## config.mk

```make
export PLATFORM = sky130hd
export DESIGN_NAME = ssd_mux_controller
export DESIGN_NICKNAME = d
export VERILOG_FILES = /design/src/rtl/ssd_pkg.sv /design/src/rtl/ssd_seg7_decoder.sv /design/src/rtl/ssd_mux_controller.sv
export SDC_FILE = /design/constraint.sdc
export NUM_CORES = 1
export LEC_CHECK = 0
export CAP_MARGIN = 25
export CELL_PAD_IN_SITES_DETAIL_PLACEMENT = 1
export CELL_PAD_IN_SITES_GLOBAL_PLACEMENT = 2
export CORE_MARGIN = 2
export CORE_UTILIZATION = 32
export DETAILED_ROUTE_END_ITERATION = 10
export PLACE_DENSITY = 0.87
export SLEW_MARGIN = 25
export SYNTH_ARGS = -nofsm -noshare
export SYNTH_HDL_FRONTEND = slang
export SYNTH_SLANG_ARGS = --single-unit
```

## constraint.sdc

```tcl
create_clock -name clk -period 3.19 [get_ports clk]
set_clock_uncertainty 0.1 [all_clocks]
set_input_delay 0.957 -clock clk [delete_from_list [all_inputs] [get_ports clk]]
set_output_delay 0.957 -clock clk [all_outputs]
set_load 0.01 [all_outputs]
```

## src/rtl/ssd_pkg.sv

```systemverilog
// Shared seven-segment definitions: blank pattern and hex-to-segment encoding.
package ssd_pkg;

  localparam logic [6:0] SEG_BLANK = 7'h7F;

  // Active-low segments, bit order {g,f,e,d,c,b,a}
  function automatic logic [6:0] seg7(input logic [3:0] hex);
    logic [6:0] seg;
    case (hex)
      4'h0: seg = 7'h40;
      4'h1: seg = 7'h79;
      4'h2: seg = 7'h24;
      4'h3: seg = 7'h30;
      4'h4: seg = 7'h19;
      4'h5: seg = 7'h12;
      4'h6: seg = 7'h02;
      4'h7: seg = 7'h78;
      4'h8: seg = 7'h00;
      4'h9: seg = 7'h10;
      4'hA: seg = 7'h08;
      4'hB: seg = 7'h03;
      4'hC: seg = 7'h46;
      4'hD: seg = 7'h21;
      4'hE: seg = 7'h06;
      default: seg = 7'h0E;
    endcase
    return seg;
  endfunction

endpackage

```

## src/rtl/ssd_seg7_decoder.sv

```systemverilog
// Combinational hex nibble to active-low seven-segment decoder.
module ssd_seg7_decoder
  import ssd_pkg::*;
(
  input  logic [3:0] hex,
  output logic [6:0] seg_c
);

  assign seg_c = seg7(hex);

endmodule

```

## src/rtl/ssd_mux_controller.sv

```systemverilog
// Multiplexed seven-segment display scanner with frame-synchronous input shadowing,
// leading-zero blanking, per-digit blink and decimal point.
module ssd_mux_controller
  import ssd_pkg::*;
#(
  parameter int unsigned NUM_DIGITS   = 8,
  parameter int unsigned REFRESH_DIV  = 100000,
  parameter int unsigned BLINK_FRAMES = 64
) (
  input  logic                      clk,
  input  logic                      reset,
  input  logic [4*NUM_DIGITS-1:0]   value,
  input  logic [NUM_DIGITS-1:0]     digit_en,
  input  logic [NUM_DIGITS-1:0]     dp_en,
  input  logic [NUM_DIGITS-1:0]     blink_en,
  input  logic                      lz_blank,
  output logic [NUM_DIGITS-1:0]     anode,
  output logic [6:0]                ssdOut,
  output logic                      dp_n
);

  localparam int unsigned CNT_W = $clog2(REFRESH_DIV);
  localparam int unsigned IDX_W = $clog2(NUM_DIGITS);
  localparam int unsigned FRM_W = (BLINK_FRAMES > 1) ? $clog2(BLINK_FRAMES) : 1;

  logic [CNT_W-1:0]          cnt;
  logic [IDX_W-1:0]          idx;
  logic [FRM_W-1:0]          frm;
  logic                      phase;
  logic                      init;

  logic [4*NUM_DIGITS-1:0]   sh_value;
  logic [NUM_DIGITS-1:0]     sh_digit_en;
  logic [NUM_DIGITS-1:0]     sh_dp_en;
  logic [NUM_DIGITS-1:0]     sh_blink_en;
  logic                      sh_lz;

  logic                      tick_c;
  logic                      frame_end_c;
  logic [NUM_DIGITS-1:0]     upper_zero_c;
  logic                      zero_acc_c;
  logic                      blank_c;
  logic [3:0]                nibble_c;
  logic [6:0]                seg_c;

  assign tick_c      = (cnt == CNT_W'(REFRESH_DIV - 1));
  assign frame_end_c = tick_c && (idx == IDX_W'(NUM_DIGITS - 1));

  // Scan timing, blink phase and frame-aligned input capture; the cycle after
  // reset only captures so that digit 0 gets a full dwell with real data.
  always_ff @(posedge clk) begin
    if (reset) begin
      cnt         <= '0;
      idx         <= '0;
      frm         <= '0;
      phase       <= 1'b0;
      init        <= 1'b1;
      sh_value    <= '0;
      sh_digit_en <= '0;
      sh_dp_en    <= '0;
      sh_blink_en <= '0;
      sh_lz       <= 1'b0;
    end else if (init) begin
      init        <= 1'b0;
      sh_value    <= value;
      sh_digit_en <= digit_en;
      sh_dp_en    <= dp_en;
      sh_blink_en <= blink_en;
      sh_lz       <= lz_blank;
    end else begin
      cnt <= tick_c ? '0 : cnt + CNT_W'(1);
      if (tick_c) begin
        idx <= (idx == IDX_W'(NUM_DIGITS - 1)) ? '0 : idx + IDX_W'(1);
      end
      if (frame_end_c) begin
        sh_value    <= value;
        sh_digit_en <= digit_en;
        sh_dp_en    <= dp_en;
        sh_blink_en <= blink_en;
        sh_lz       <= lz_blank;
        if (frm == FRM_W'(BLINK_FRAMES - 1)) begin
          frm   <= '0;
          phase <= ~phase;
        end else begin
          frm <= frm + FRM_W'(1);
        end
      end
    end
  end

  // upper_zero_c[i]: shadow nibbles i..NUM_DIGITS-1 are all zero
  always_comb begin
    upper_zero_c = '0;
    zero_acc_c   = 1'b1;
    for (int i = int'(NUM_DIGITS) - 1; i >= 0; i--) begin
      zero_acc_c      = zero_acc_c & (sh_value[4*i +: 4] == 4'h0);
      upper_zero_c[i] = zero_acc_c;
    end
  end

  assign nibble_c = sh_value[int'(idx)*4 +: 4];
  assign blank_c  = !sh_digit_en[idx]
                 || (sh_lz && (idx != '0) && upper_zero_c[idx])
                 || (phase && sh_blink_en[idx]);

  ssd_seg7_decoder u_dec (
    .hex   (nibble_c),
    .seg_c (seg_c)
  );

  always_ff @(posedge clk) begin
    if (reset || blank_c) begin
      anode  <= '1;
      ssdOut <= SEG_BLANK;
      dp_n   <= 1'b1;
    end else begin
      anode  <= ~(NUM_DIGITS'(1) << idx);
      ssdOut <= seg_c;
      dp_n   <= ~sh_dp_en[idx];
    end
  end

endmodule

```

# == Yosys cells after proc, flatten, opt, wreduce, memory -nomap -nowiden ==
# Memory sizes are Yosys's and may differ from the RTL's. A register that Yosys moved wholly into a read port is not among the register bits.
# Index checks and enable logic that the tools add are counted.
# word_totals
inputBits,59
ramBits,0
latchBits,0
ff_bits,94
memories,1
out_inout_bits,16
mem_bits_ro,112
# classes
div_mod_pow,0
muxes,22
addsub,3
order_cmp,1
n_eq_ne,3
n_shift,2
n_bitwise,11
reduce_logical,21
n_mul,0
# memory_table
memory,words,word_bits,rd,rd_ports_with_merged_regs,write_ports,line_no,rtl
(name not given),16,7,1,1,0,ssd_pkg.sv:9,case (hex)
# ops
operator,count
2-to-1 mux 32 bit,2
2-to-1 mux 8 bit,6
zero test 4 bit,8
indexed part select 32 x 6 -> 4 bit,1
"adder 17 x 1 -> 17 bit, second input constant",1
"== test 17 bit, second input constant",1
2-to-1 mux 17 bit,1
binary-select mux 1 bit (select 3 bit),4
inverter 8 bit,1
"left shift 1 x 3 -> 8 bit, first input constant",1
bitwise AND 1 bit,7
2-to-1 mux 1 bit,7
"adder 6 x 1 -> 6 bit, second input constant",1
"== test 6 bit, second input constant",1
2-to-1 mux 6 bit,1
logical AND 1 bit,4
"less-than comparator 3 x 4 -> 1 bit, second input constant",1
AND reduction 2 bit,2
"adder 3 x 1 -> 3 bit, second input constant",1
"== test 3 bit, second input constant",1
logical OR 1 bit,3
2-to-1 mux 3 bit,1
inverter 1 bit,3
AND reduction 3 bit,1
3 further kinds,3

# == Depth between registers and ports, before layout ==
# logic_depth
depth_word,14
ltp_mapped,10

# == Modules after synthesis ==
# From an unflattened synthesis, not the netlist that was laid out.
# unflattened
hier_cells,527
hier_area_um2,4560.6
# modules_own_cells
module,n_inst,seq_area_each_um2,cells_per_inst,area_each_um2
ssd_mux_controller,1,2021.9,495,4285.4
ssd_seg7_decoder,1,0.0,32,275.3

# == Worst setup path after synthesis ==
# No wires, ideal clock.
# synth_path
kind,reg-to-reg
startpoint,register idx[0]
endpoint,register ssdOut[4]
path_slack_ns,0.785
n_path_buf,2
t_arrival_ns,2.182
path_stages_with_launch,9
t_required_ns,2.967
period_less_slack_ns,2.405
setup_ns,0.123
cell_sequence,dfxtp_1 -> buf_6 -> buf_2 -> mux4_2 -> mux2_2 -> ha_1 -> mux2_2 -> nand2_1 -> o211ai_2
# synth_between
elab_chain_cells,6
word_cells_on_any_way,15
cone_classes,1 x shift; 6 x mux; 8 x reduce/logical
# synth_lines
element,line_no,rtl
"start, declared",ssd_mux_controller.sv:27,logic [IDX_W-1:0] idx;
"start signal, assigned",ssd_mux_controller.sv:73,idx <= (idx == IDX_W'(NUM_DIGITS - 1)) ? '0 : idx + IDX_W'(1);
binary-select mux 1 bit (select 3 bit) (tied with other cells),ssd_mux_controller.sv:102,assign blank_c = !sh_digit_en[idx]
2-to-1 mux 1 bit (implied by the code) (tied with other cells),ssd_mux_controller.sv:102,
zero test 1 bit / logical AND 1 bit (equally long branches),"ssd_mux_controller.sv:102, ssd_mux_controller.sv:103",
logical OR 1 bit,ssd_mux_controller.sv:103,|| (sh_lz && (idx != '0) && upper_zero_c[idx])
logical OR 1 bit,ssd_mux_controller.sv:104,|| (phase && sh_blink_en[idx]);
logical OR 1 bit,ssd_mux_controller.sv:112,if (reset || blank_c) begin
"end, declared",ssd_mux_controller.sv:18,"output logic [6:0] ssdOut,"
# Parallel ways exist; a longest one is shown, timed or not. The select of a mux whose other input is x is not followed.
# A chain may end at the register's enable or synchronous reset.

# == Worst setup path after layout ==
# Same ends and word-level chain as after synthesis.

==> flow_summary.toml <==
[clocking]
numCtsBuffers = 9
cts.clk_slew.worst_paths_ps = 70
ctsResizeCount = 0
insertion_delay_ps = 350
clock_path_buffers = 2
postCtsSetupBuffers = 0
cts_tree = "yes"
cts-root-buf = "clkbuf_16"
h-tree-depth = 3
cts_hold_buf = 0
cts_sinks = 101

[critical_path]
startpoint_type = "register"
critPathBufInv = 1
reg2reg_depth = 6
endpoint_kind = "register"
cp_top_family = "multiplexers"
worst-path-max-fanout = 12
worstPathArrival_ps = 2680
critical_path.slowest_cell = "mux4_1"
worst-path-stages = 6
reg2reg_slack_ps = 640
cp.required_ps = 3320
crit_type = "reg2reg"
crit_chain = "buf_4, mux4_1, mux2i_2, mux2_2, nand2_1, o211ai_2"
cpPeakStageDelay_ps = 630

[yosys]
netlist-cell-type-count = 45
synth-edff-count = 0
synth-async-reset-ratio_pct = 0
synth_top_area_share_pct = 44.9
synth.most_common_cell = "nand2_1"
synth_top_area_cell = "dfxtp_1"
synth_area_leaders = "dfxtp_1, nand2_1, a21oi_1"
synthFlopType = "dfxtp_1"
yosys-top-cells-count = "nand2_1, dfxtp_1, a21oi_1"
synth.avg_cell_area_sq_um = 8.78
synth_fp_nets = 586
ys_seq_area_share_pct = 44.9
ys_seq_elements = 101
synth_warnings = 0
syn_area_sq_um = 4500
netlist_instances = 513

[timing]
rsz0062_at_grt = "false"
finalSetupViolCount = 0
finalSetupTns_ps = 0
slew_viol_final = 0
slew-limit-headroom_pct = 55.6
worst_slew_pin_slew_ps = 666
period_share_pct = 79.8
fin_crit_ps = 2550
hold_viol = 0
fmax_mhz = 393

[die]
fp.dieH_um = 123
rows = 43
die_x_um = 123
initial_core_util_pct = 32.6
fp.dieArea_sq_um = 15000
core-area_sq_um = 13800
io_pins = 75

[detailed_routing]
viasPerCell = 4.99
vias = 3808
wl_met2_mm = 5.77
met1_length_mm = 5.80
dr.max_layer_used = "met4"
met3_length_um = 356
first_pass_iters = 4
remaining_drc_errors = 0
wl_mm = 12.2
wire_per_inst_um = 15.9
drtIter0Drc = 177
ant_nets = 0

[job]
cap_violations = 0

[placed_design]
place_area_sq_um = 5440
port_buffers = 74
hpwl_mm = 8.95
gp_congestion = 0.857

[global_routing]
grt_pass1_vias = 4022
overflow = 0
grt_pass1_wl_mm = 20.1
grt_usage_pct = 17.1
grt_max_degree = 58
antenna_found_initial = 0

[pwr]
p_per_area_nw_per_um2 = 496
p_leak_nw = 2.19
ir_drop_uv = 229

[finish]
fin_area_sq_um = 5780
nets = 651
final_util_pct = 41.8
num_antenna_cells = 0
final_layout_size_suffix_gt1_share_pct = 8.06
areaGrowthSynthToFinish_pct = 28.4

[min_path]
holdPathStages = 2
hold_class = "reg2reg"

[outcome]
outcome = "finished, final reports clean"
[final timing paths]
kind             startpoint        endpoint
max                  idx[0]       ssdOut[4]
min          sh_digit_en[3]  sh_digit_en[3]
max reg2reg          idx[0]       ssdOut[4]
min reg2reg  sh_digit_en[3]  sh_digit_en[3]
[registers in the layout (all words and copies together) (netlist names), 3 cells and up]
register	flops
sh_dp_en	8
cnt	17
ssdOut	7
sh_value	32
anode	8
frm	6
idx	3
sh_digit_en	8
sh_blink_en	8
[cells in the final DEF, fill, tap and decap left out, drive strengths merged, types with 3 or more instances in the layout]
cell type / n
mux4: 14
or3: 4
nor3: 3
o21ai: 4
a21oi: 67
o221ai: 3
and4: 3
nor4: 6
nand3: 14
nand4: 5
mux2: 4
and4b: 3
xor2: 8
buf: 14
mux2i: 8
inv: 11
nand2b: 5
dfxtp: 101
bufinv: 3
xnor2: 10
nand2: 142
clkbuf: 9
clkdlybuf4s50: 73
nor2: 28
ha: 14
and2: 3
[cells by family (layout without fill, tap and decap cells)]
group           count (synthesis)  in the layout  share of synthesized area [%]
simple gates                  227            227                           22.3
flops                         101            101                           44.9
compound gates                 85             85                           10.8
buf+inv                        42            112                           3.97
mux                            26             26                           10.6
xor+xnor                       18             18                           3.50
fa+ha+maj                      14             14                           3.89
[metrics by stage]
stage | setup WS [ps] | power [mW] | hold slack, ps | std cells
after CTS | 626 | 2.90 | 353 | 763
after floorplan | 785 | 1.49 | 327 | 513
final | 644 | 2.87 | 350 | 763
after detailed placement | 638 | 1.63 | 345 | 747
after global routing | 300 | 2.98 | 375 | 763
after global placement | 750 | 1.62 | 338 | 747
[worst reg2reg max path, stage by stage, from the launching register on]
cell,delay (ps)
dfxtp_1,360
buf_4,250
mux4_1,630
mux2i_2,530
mux2_2,410
nand2_1,80
o211ai_2,80
[area by class of cell]
| cell class | count | area [sq um] |
|---|---|---|
| inverters | 9 | 33.8 |
| flip-flops and latches | 101 | 2020 |
| clock buffers | 9 | 225 |
| clock inverters | 7 | 120 |
| repair buffers | 87 | 833 |
| well taps | 180 | 225 |
| fillers | 1604 | 8050 |
| multi-input cells | 370 | 2320 |
[power by group]
part	switching, mW	leakage [nW]	internal, mW
sequential	0.0354	0.826	1.31
clock	0.497	0.166	0.771
combinational	0.120	1.20	0.136
[metal layers]
layer,up-vias,global-route usage (%)
met5,-,0
met4,0,7.54
met3,15,2.23
met2,66,28.5
met1,1834,22.2
li1,1893,-
No activity file was read; power rests on OpenSTA's default activity.
